<file path="src/rtl/instr_encoder.sv">
// RV32I instruction encoder that streams encoded words into instruction memory.
// Define INSTR_ENC_CHECK_EN to reject illegal descriptors instead of writing NOPs.
module instr_encoder #(
    parameter int DEPTH_LOG2 = 12
) (
    input  logic                  CPU_CLK,
    input  logic                  CPU_RST_N,
    input  logic                  Start,
    input  logic                  Finish,
    input  logic [DEPTH_LOG2-1:0] BaseAddr,
    input  logic                  EncValid,
    output logic                  EncReady,
    input  logic [3:0]            Class,
    input  logic [3:0]            Fn,
    input  logic [4:0]            Rd,
    input  logic [4:0]            Rs1,
    input  logic [4:0]            Rs2,
    input  logic [31:0]           Imm,
    output logic                  InstrWE,
    output logic [DEPTH_LOG2-1:0] InstrAddr,
    output logic [31:0]           InstrWData,
    output logic                  Busy,
    output logic                  Full,
    output logic [DEPTH_LOG2:0]   Count,
    output logic                  Err
);

    // ALU operation codes shared with the core's Parameters.v
    localparam logic [3:0] ALU_ADD  = 4'd0;
    localparam logic [3:0] ALU_SUB  = 4'd1;
    localparam logic [3:0] ALU_SLL  = 4'd2;
    localparam logic [3:0] ALU_SLT  = 4'd3;
    localparam logic [3:0] ALU_SLTU = 4'd4;
    localparam logic [3:0] ALU_XOR  = 4'd5;
    localparam logic [3:0] ALU_SRL  = 4'd6;
    localparam logic [3:0] ALU_SRA  = 4'd7;
    localparam logic [3:0] ALU_OR   = 4'd8;
    localparam logic [3:0] ALU_AND  = 4'd9;

    localparam logic [6:0] OP_R     = 7'b0110011;
    localparam logic [6:0] OP_I     = 7'b0010011;
    localparam logic [6:0] OP_LOAD  = 7'b0000011;
    localparam logic [6:0] OP_STORE = 7'b0100011;
    localparam logic [6:0] OP_BR    = 7'b1100011;
    localparam logic [6:0] OP_JAL   = 7'b1101111;
    localparam logic [6:0] OP_JALR  = 7'b1100111;
    localparam logic [6:0] OP_LUI   = 7'b0110111;
    localparam logic [6:0] OP_AUIPC = 7'b0010111;

    localparam logic [31:0] NOP = 32'h0000_0013;
    localparam logic [DEPTH_LOG2:0] LAST_CNT = {1'b0, {DEPTH_LOG2{1'b1}}};

    typedef enum logic [1:0] {
        S_IDLE = 2'd0,
        S_RUN  = 2'd1,
        S_FULL = 2'd2
    } state_t;

    state_t                r_state;
    logic [DEPTH_LOG2-1:0] r_addr;
    logic [DEPTH_LOG2:0]   r_count;
    logic                  r_we;
    logic [DEPTH_LOG2-1:0] r_waddr;
    logic [31:0]           r_wdata;

    logic       w_accept;
    logic       w_commit;
    logic       w_alu_ok;
    logic       w_alt;
    logic       w_shift;
    logic [2:0] w_alu_f3;
    logic       w_i12;
    logic       w_b13;
    logic       w_j21;
    logic       w_sh;
    logic       w_legal;
    logic [31:0] w_word;
    logic [31:0] w_data;

    assign EncReady = (r_state == S_RUN) & ~Start & ~Finish;
    assign w_accept = EncValid & EncReady;

    always_comb begin
        w_alu_ok = 1'b1;
        w_alt    = 1'b0;
        w_shift  = 1'b0;
        w_alu_f3 = 3'b000;
        case (Fn)
            ALU_ADD:  w_alu_f3 = 3'b000;
            ALU_SUB:  w_alt    = 1'b1;
            ALU_SLL:  begin w_alu_f3 = 3'b001; w_shift = 1'b1; end
            ALU_SLT:  w_alu_f3 = 3'b010;
            ALU_SLTU: w_alu_f3 = 3'b011;
            ALU_XOR:  w_alu_f3 = 3'b100;
            ALU_SRL:  begin w_alu_f3 = 3'b101; w_shift = 1'b1; end
            ALU_SRA:  begin w_alu_f3 = 3'b101; w_shift = 1'b1; w_alt = 1'b1; end
            ALU_OR:   w_alu_f3 = 3'b110;
            ALU_AND:  w_alu_f3 = 3'b111;
            default:  w_alu_ok = 1'b0;
        endcase
    end

    // Signed range checks: all bits above the field must replicate its sign
    assign w_i12 = (Imm[31:11] == '0) | (Imm[31:11] == '1);
    assign w_b13 = (Imm[31:12] == '0) | (Imm[31:12] == '1);
    assign w_j21 = (Imm[31:20] == '0) | (Imm[31:20] == '1);
    assign w_sh  = (Imm[31:5] == '0);

    always_comb begin
        w_legal = 1'b0;
        w_word  = NOP;
        case (Class)
            4'd0: begin
                w_legal = w_alu_ok;
                w_word  = {1'b0, w_alt, 5'b0, Rs2, Rs1, w_alu_f3, Rd, OP_R};
            end
            4'd1: begin
                w_legal = w_alu_ok & (Fn != ALU_SUB) & (w_shift ? w_sh : w_i12);
                w_word  = w_shift
                        ? {1'b0, w_alt, 5'b0, Imm[4:0], Rs1, w_alu_f3, Rd, OP_I}
                        : {Imm[11:0], Rs1, w_alu_f3, Rd, OP_I};
            end
            4'd2: begin
                w_legal = ~Fn[3] & w_i12 & (Fn[2:0] != 3'b011)
                        & (Fn[2:1] != 2'b11);
                w_word  = {Imm[11:0], Rs1, Fn[2:0], Rd, OP_LOAD};
            end
            4'd3: begin
                w_legal = ~Fn[3] & w_i12 & (Fn[2:0] <= 3'b010);
                w_word  = {Imm[11:5], Rs2, Rs1, Fn[2:0], Imm[4:0], OP_STORE};
            end
            4'd4: begin
                w_legal = ~Fn[3] & w_b13 & ~Imm[0] & (Fn[2:1] != 2'b01);
                w_word  = {Imm[12], Imm[10:5], Rs2, Rs1, Fn[2:0],
                           Imm[4:1], Imm[11], OP_BR};
            end
            4'd5: begin
                w_legal = w_j21 & ~Imm[0];
                w_word  = {Imm[20], Imm[10:1], Imm[11], Imm[19:12], Rd, OP_JAL};
            end
            4'd6: begin
                w_legal = w_i12;
                w_word  = {Imm[11:0], Rs1, 3'b000, Rd, OP_JALR};
            end
            4'd7: begin
                w_legal = 1'b1;
                w_word  = {Imm[31:12], Rd, OP_LUI};
            end
            4'd8: begin
                w_legal = 1'b1;
                w_word  = {Imm[31:12], Rd, OP_AUIPC};
            end
            default: begin
                w_legal = 1'b0;
                w_word  = NOP;
            end
        endcase
    end

    assign w_data = w_legal ? w_word : NOP;

`ifdef INSTR_ENC_CHECK_EN
    logic r_err;
    assign w_commit = w_legal;
    assign Err      = r_err;
`else
    assign w_commit = 1'b1;
    assign Err      = 1'b0;
`endif

    always_ff @(posedge CPU_CLK or negedge CPU_RST_N) begin
        if (!CPU_RST_N) begin
            r_state <= S_IDLE;
            r_addr  <= '0;
            r_count <= '0;
            r_we    <= 1'b0;
            r_waddr <= '0;
            r_wdata <= '0;
`ifdef INSTR_ENC_CHECK_EN
            r_err   <= 1'b0;
`endif
        end else begin
            r_we <= 1'b0;
            if (Start) begin
                r_state <= S_RUN;
                r_addr  <= BaseAddr;
                r_count <= '0;
`ifdef INSTR_ENC_CHECK_EN
                r_err   <= 1'b0;
`endif
            end else if (Finish) begin
                r_state <= S_IDLE;
            end else if (w_accept) begin
                if (w_commit) begin
                    r_we    <= 1'b1;
                    r_waddr <= r_addr;
                    r_wdata <= w_data;
                    r_addr  <= r_addr + 1'b1;
                    r_count <= r_count + 1'b1;
                    if (r_count == LAST_CNT) r_state <= S_FULL;
                end
`ifdef INSTR_ENC_CHECK_EN
                else begin
                    r_err <= 1'b1;
                end
`endif
            end
        end
    end

    assign InstrWE    = r_we;
    assign InstrAddr  = r_waddr;
    assign InstrWData = r_wdata;
    assign Busy       = (r_state != S_IDLE);
    assign Full       = (r_state == S_FULL);
    assign Count      = r_count;

endmodule

</file>
<file path="config.mk">
export PLATFORM = sky130hd
export DESIGN_NAME = instr_encoder
export DESIGN_NICKNAME = d
export VERILOG_FILES = /design/src/rtl/instr_encoder.sv
export SDC_FILE = /design/constraint.sdc
export NUM_CORES = 1
export LEC_CHECK = 0
export BUFFER_PORTS_ARGS = -buffer_cell sky130_fd_sc_hd__buf_4
export CAP_MARGIN = 0
export CELL_PAD_IN_SITES_DETAIL_PLACEMENT = 1
export CELL_PAD_IN_SITES_GLOBAL_PLACEMENT = 1
export CORE_MARGIN = 4
export CORE_UTILIZATION = 41
export DETAILED_ROUTE_END_ITERATION = 8
export PLACE_DENSITY = 0.95
export SYNTH_ARGS = -nofsm -noshare
export SYNTH_HDL_FRONTEND = slang
export SYNTH_SLANG_ARGS = --single-unit
</file>
<file path="constraint.sdc">
create_clock -name CPU_CLK -period 3.5 [get_ports CPU_CLK]
set_clock_uncertainty 0.2 [all_clocks]
set_input_delay 0.7 -clock CPU_CLK [delete_from_list [all_inputs] [get_ports CPU_CLK]]
set_output_delay 0.7 -clock CPU_CLK [all_outputs]
set_load 0.01 [all_outputs]
</file>
# Word level (Yosys, flattened, before mapping)
# Index checks and enable logic that the tools add are counted.
[op_classes]
n_addsub = 2
order_cmp = 1
eq_ne = 28
n_mux = 22
bitwise_logic = 20
n_reduce_logical = 18
[op_table]
columns = ["op", "n"]
rows = [
  ["$pmux 32 s9", 1],
  ["$mux 32", 2],
  ["$mux 13", 3],
  ["$mux 12", 3],
  ["$eq 4x3->1 const B", 8],
  ["$logic_not 27->1", 1],
  ["$eq 21x21->1 const B", 1],
  ["$logic_not 21->1", 1],
  ["$pmux 3 s7", 1],
  ["$eq 20x20->1 const B", 1],
  ["$logic_not 20->1", 1],
  ["$eq 4x2->1 const B", 4],
  ["$add 13x1->13 const B", 1],
  ["$and 1x1->1", 13],
  ["$eq 13x12->1 const B", 1],
  ["$add 12x1->12 const B", 1],
  ["$eq 12x12->1 const B", 1],
  ["$eq 4x4->1 const B", 3],
  ["$logic_not 12->1", 1],
  ["$reduce_or 10->1", 1],
  ["$eq 4x1->1 const B", 2],
  ["$logic_not 4->1", 2],
  ["$mux 2", 4],
  ["$pmux 1 s8", 1],
  ["other kinds (16)", 33],
]
[totals]
regBits = 72
in_bits = 72
output_inout_bits = 62
elab_cells = 97

# Longest topological paths before layout
[logic_depth]
depth_word = 7
ltp_mapped = 9
depth_no_buf = 7

# Least setup slack after synthesis
# OpenSTA, ideal clock, no wires.
[synth_path]
path_kind = "input to register"
start = "input port Start"
end = "register r_addr[8]"
setup_ns = 0.126
t_arrival_ns = 2.150
required_time_ns = 3.174
setup_slack_ns = 1.024
path_stages = 7
n_path_buf = 2
cell_sequence = "buf_2 > nor4b_4 > nand2_1 > clkbuf_1 > nor2_1 > a31oi_1 > a221o_1"
[synth_via]
elab_chain_len = 6
word_cells_on_any_way = 8
classes_between = "eq/ne (1); mux (1); bitwise (4); reduce/logical (2)"
[synth_rtl]
columns = ["item", "line", "rtl"]
rows = [
  ["start, declared", "8", "input logic Start,"],
  ["$not 1->1 (no source line)", "-", ""],
  ["$and 1x1->1 (2 in series)", "80", "assign EncReady = (r_state == S_RUN) & ~Start & ~Finish;"],
  ["via EncReady", "12", "output logic EncReady,"],
  ["$and 1x1->1", "81", "assign w_accept = EncValid & EncReady;"],
  ["$reduce_bool 2->1 (no source line)", "-", ""],
  ["$reduce_and 2->1 (no source line)", "-", ""],
  ["end signal, assigned", "186", "r_addr <= BaseAddr;"],
  ["end signal, assigned", "198", "r_addr <= r_addr + 1'b1;"],
  ["end, declared", "60", "logic [DEPTH_LOG2-1:0] r_addr;"],
]
# The timed path passes the listed nets, and every way through them passes these cells.
# A chain may end at the register's enable or synchronous reset.

# Final worst setup path
[layout_path]
start = "input port Start"
end = "register r_addr[9]"
[layout_via]
elab_chain_len = 6
word_cells_on_any_way = 8
classes_between = "eq/ne (1); mux (1); bitwise (4); reduce/logical (2)"
[layout_rtl]
columns = ["item", "line"]
rows = [
  ["$not 1->1 (no source line)", "-"],
  ["$and 1x1->1 (2 in series)", "80"],
  ["$and 1x1->1", "81"],
  ["$reduce_bool 2->1 (no source line)", "-"],
  ["$reduce_and 2->1 (no source line)", "-"],
]
# Parallel ways exist; a longest one is shown, timed or not.

==> impl_metrics.csv <==
group,metric,value,unit
run_status,status,"finished, final reports clean",
cts,clockRootBuffer,"clkbuf_8",
place,io_buffers,132,
timing,hold_violations,0,
timing,slew_headroom,37.2,%
timing,fin_crit_sh,78.4,%
cts,clk_pin_slew_worst_paths,0.08,ns
finish,final_cell_mix,"buf_4 (138), dfrtp_1 (71), nand2_1 (55), nor2_1 (38), a21oi_1 (29)",
place,hpwl,10800,um
critical_path,cp_num_cells,8,
synthesis,synthArstFlopShare,100,%
drt,post_drt_wl_per_cell,20.6,um
drt,drtPass1Iterations,5,
synthesis,seq_area_frac_synth,41.4,%
critical_path,worstPathRequired,3.52,ns
drt,wl,15000,um
drt,vias,4428,
synthesis,yosysTopAreaCell,"dfrtp_1",
synthesis,post_synth_inst_count,481,
die,coreArea,10200,um2
grt,antenna_found_initial,0,
grt,grt_max_degree,72,
synthesis,synth_top_area_share,41.4,%
synthesis,syn_area_per_cell,8.91,um2
critical_path,cp_slowest_cell,"nor4b_4",
grt,grt_pass1_wl,23500,um
cts,tritoncts,"yes",
run,cap_violations,0,
synthesis,ys_warn_count,0,
drt,drcViolationCount,0,
cts,hold_buffers,0,
cts,clk_path_buf_depth,2,
cts,clk_latency,0.35,ns
die,io_pins,134,
critical_path,path_cells,"buf_4 -> nor4b_4 -> nand2_2 -> inv_2 -> buf_4 -> nor2_1 -> o21ai_0 -> o211ai_1",
synthesis,ys_top_cells_by_area,"dfrtp_1 (41%), a32o_1 (4.9%), nand2_1 (4.9%)",
grt,globalRouteTotalUtil,24.8,%
cts,cts_setup_buffers,0,
critical_path,cp_max_fo,35,
finish,final_area,5510,um2
die,initial_core_util,41.9,%
synthesis,syn_area,4290,um2
finish,area_delta_synth_final,28.4,%
die,die_h,110,um
synthesis,ys.flop_type,"dfrtp_1",
timing,maxSlewViolCount,0,
power,p_leak,2.56,nW
timing,fin_setup_tns,0,ns
place,placed_area,5280,um2
finish,mostFrequentLayoutCell,"buf_4",
synthesis,syn_nets,555,
timing,whs,0.278,ns
power,peakVddDrop,0.000185,V
critical_path,worstSetupEndpointType,"flip-flop",
drt,via_per_inst,6.07,
critical_path,critical_path_class,"input port to flip-flop",
timing,period_minus_slack,2.74,ns
drt,ant_nets,0,
critical_path,start_kind,"input port",
drt,drtIter0Drc,264,
die,die_w,110,um
cts,cts_buffers,9,
synthesis,synth_cell_type_count,62,
place,gp_congestion,0.883,
timing,fmax,364,MHz
timing,tightest_slew,0.942,ns
die,fp-row-count,37,
critical_path,path_buf_inv,3,
critical_path,cpPeakStageDelay,0.44,ns
grt,grt_pass1_vias,4589,
cts,cts_sinks,71,
critical_path,cp_data_arrival_time,2.76,ns
power,total_power,2.14,mW
critical_path,critPathTopFamily,"simple AND/OR/NAND/NOR gates",
finish,fillCellCount,1203,
critical_path,cp_common_cell,"buf_4",
finish,layout.nets,662,
cts,cts_resized,0,
synthesis,synth-seq-cells,71,
grt,overflow,0,
worst_hold_path,hold_path.class,"input port to asynchronous set/reset pin",
cts,h-tree-depth,3,
critical_path,r2r_cells,7,
timing,setup-violations-final,0,
finish,drive_above_1_share,27.5,%
die,die_area,12200,um2
power,powerDensity,388,nW/um2
finish,num_antenna_cells,0,
timing,rsz0062_at_grt,"no",
synthesis,synth_edf_count,0,
==> logic make-up (layout without fill, tap and decap cells) <==
logic type / after synthesis / after routing / synth area share [%]
and+or+nand+nor: 187 / 187 / 22.4
other: 1 / 1 / 0.0875
DFF: 71 / 71 / 41.4
buffers and inverters: 59 / 171 / 6.63
adders and majority gates: 2 / 2 / 0.584
muxes: 8 / 8 / 1.90
AOI/OAI and AO/OA: 143 / 143 / 24.9
xor gates and xnor gates: 10 / 10 / 2.04
==> stage by stage <==
step                      utilization, %  setup WS, ns  instances
final                               53.8         0.756        729
after global routing                53.8         0.594        729
after CTS                           53.8         0.786        729
after detailed placement            51.6         0.511        713
after global placement              51.6         0.576        713
after floorplan                        -          1.02        481
==> where the power goes <==
part	internal [mW]	leakage (nW)	switching (mW)	total (mW)
Combinational	0.198	1.50	0.240	0.437
Sequential	0.878	0.937	0.0498	0.928
Clock	0.441	0.120	0.329	0.770
Total	1.52	2.56	0.619	2.14
==> final cells by class <==
cell class | count | area, um2 | share of cell area, %
clock buffers | 11 | 151 | 2.75
clock inverters | 5 | 78.8 | 1.43
inverters | 17 | 63.8 | 1.16
multi-input cells | 351 | 2230 | 40.5
flip-flops and latches | 71 | 1780 | 32.3
well taps | 136 | 170 | 3.09
repair buffers | 138 | 1040 | 18.8
==> per-layer routing <==
metal / part of all wire, % / track usage (%) / routed length [um]
met4: 3.5 / 12.2 / 528
met2: 51 / 44.1 / 7700
met5: 0 / 0 / 0
met1: 38 / 28.8 / 5760
met3: 6.6 / 3.90 / 991
==> worst register-to-register path: stages (launching register included) <==
cell,delay (ns)
dfrtp_1,0.43
nor4b_4,0.36
nand2_2,0.24
inv_2,0.28
buf_4,0.25
nor2_1,0.14
o21ai_0,0.30
o211ai_1,0.17
==> synthesized netlist by cell type (3+ instances only) <==
master / count
nor3b_1: 4
xnor2_1: 4
nand3b_1: 4
a22oi_1: 8
nor2_1: 38
nor4_1: 9
nand3_1: 10
buf_6: 5
nand2b_1: 8
buf_2: 11
a21oi_1: 29
clkbuf_1: 19
buf_1: 4
nor2b_1: 21
nand2_1: 56
nand4_1: 9
o21ai_0: 19
nor3_1: 9
a32o_1: 21
and3_1: 3
a221o_1: 4
dfrtp_1: 71
buf_4: 3
and2_1: 3
a222oi_1: 4
a22o_1: 14
xor2_1: 6
or3_1: 3
inv_1: 16
a211oi_1: 8
mux2i_1: 7
o22ai_1: 5
a32oi_1: 4
a221oi_1: 6
==> registers in the layout (all words and copies together) (netlist names) <==
signal / flops
InstrWData: 31
Count: 13
InstrAddr: 12
r_addr: 12
r_state: 2
InstrWE: 1
==> worst paths after layout <==
| check | to | slack, ns | start |
|---|---|---|---|
| max in group asynchronous | r_addr[1]$_DFFE_PN0P_ | 2.25 | CPU_RST_N |
| min in group CPU_CLK | InstrAddr[11]$_DFFE_PN0P_ | 0.28 | InstrAddr[11]$_DFFE_PN0P_ |
| worst min register to register | InstrAddr[11]$_DFFE_PN0P_ | 0.28 | InstrAddr[11]$_DFFE_PN0P_ |
| worst min-delay path | InstrWData[26]$_DFFE_PN0P_ | 0.28 | CPU_RST_N |
| worst max register to register | r_addr[9]$_DFFE_PN0P_ | 0.99 | r_state[1]$_DFFE_PN0P_ |
| worst max-delay path | r_addr[9]$_DFFE_PN0P_ | 0.76 | Start |
(Power assumes the default switching activity.)
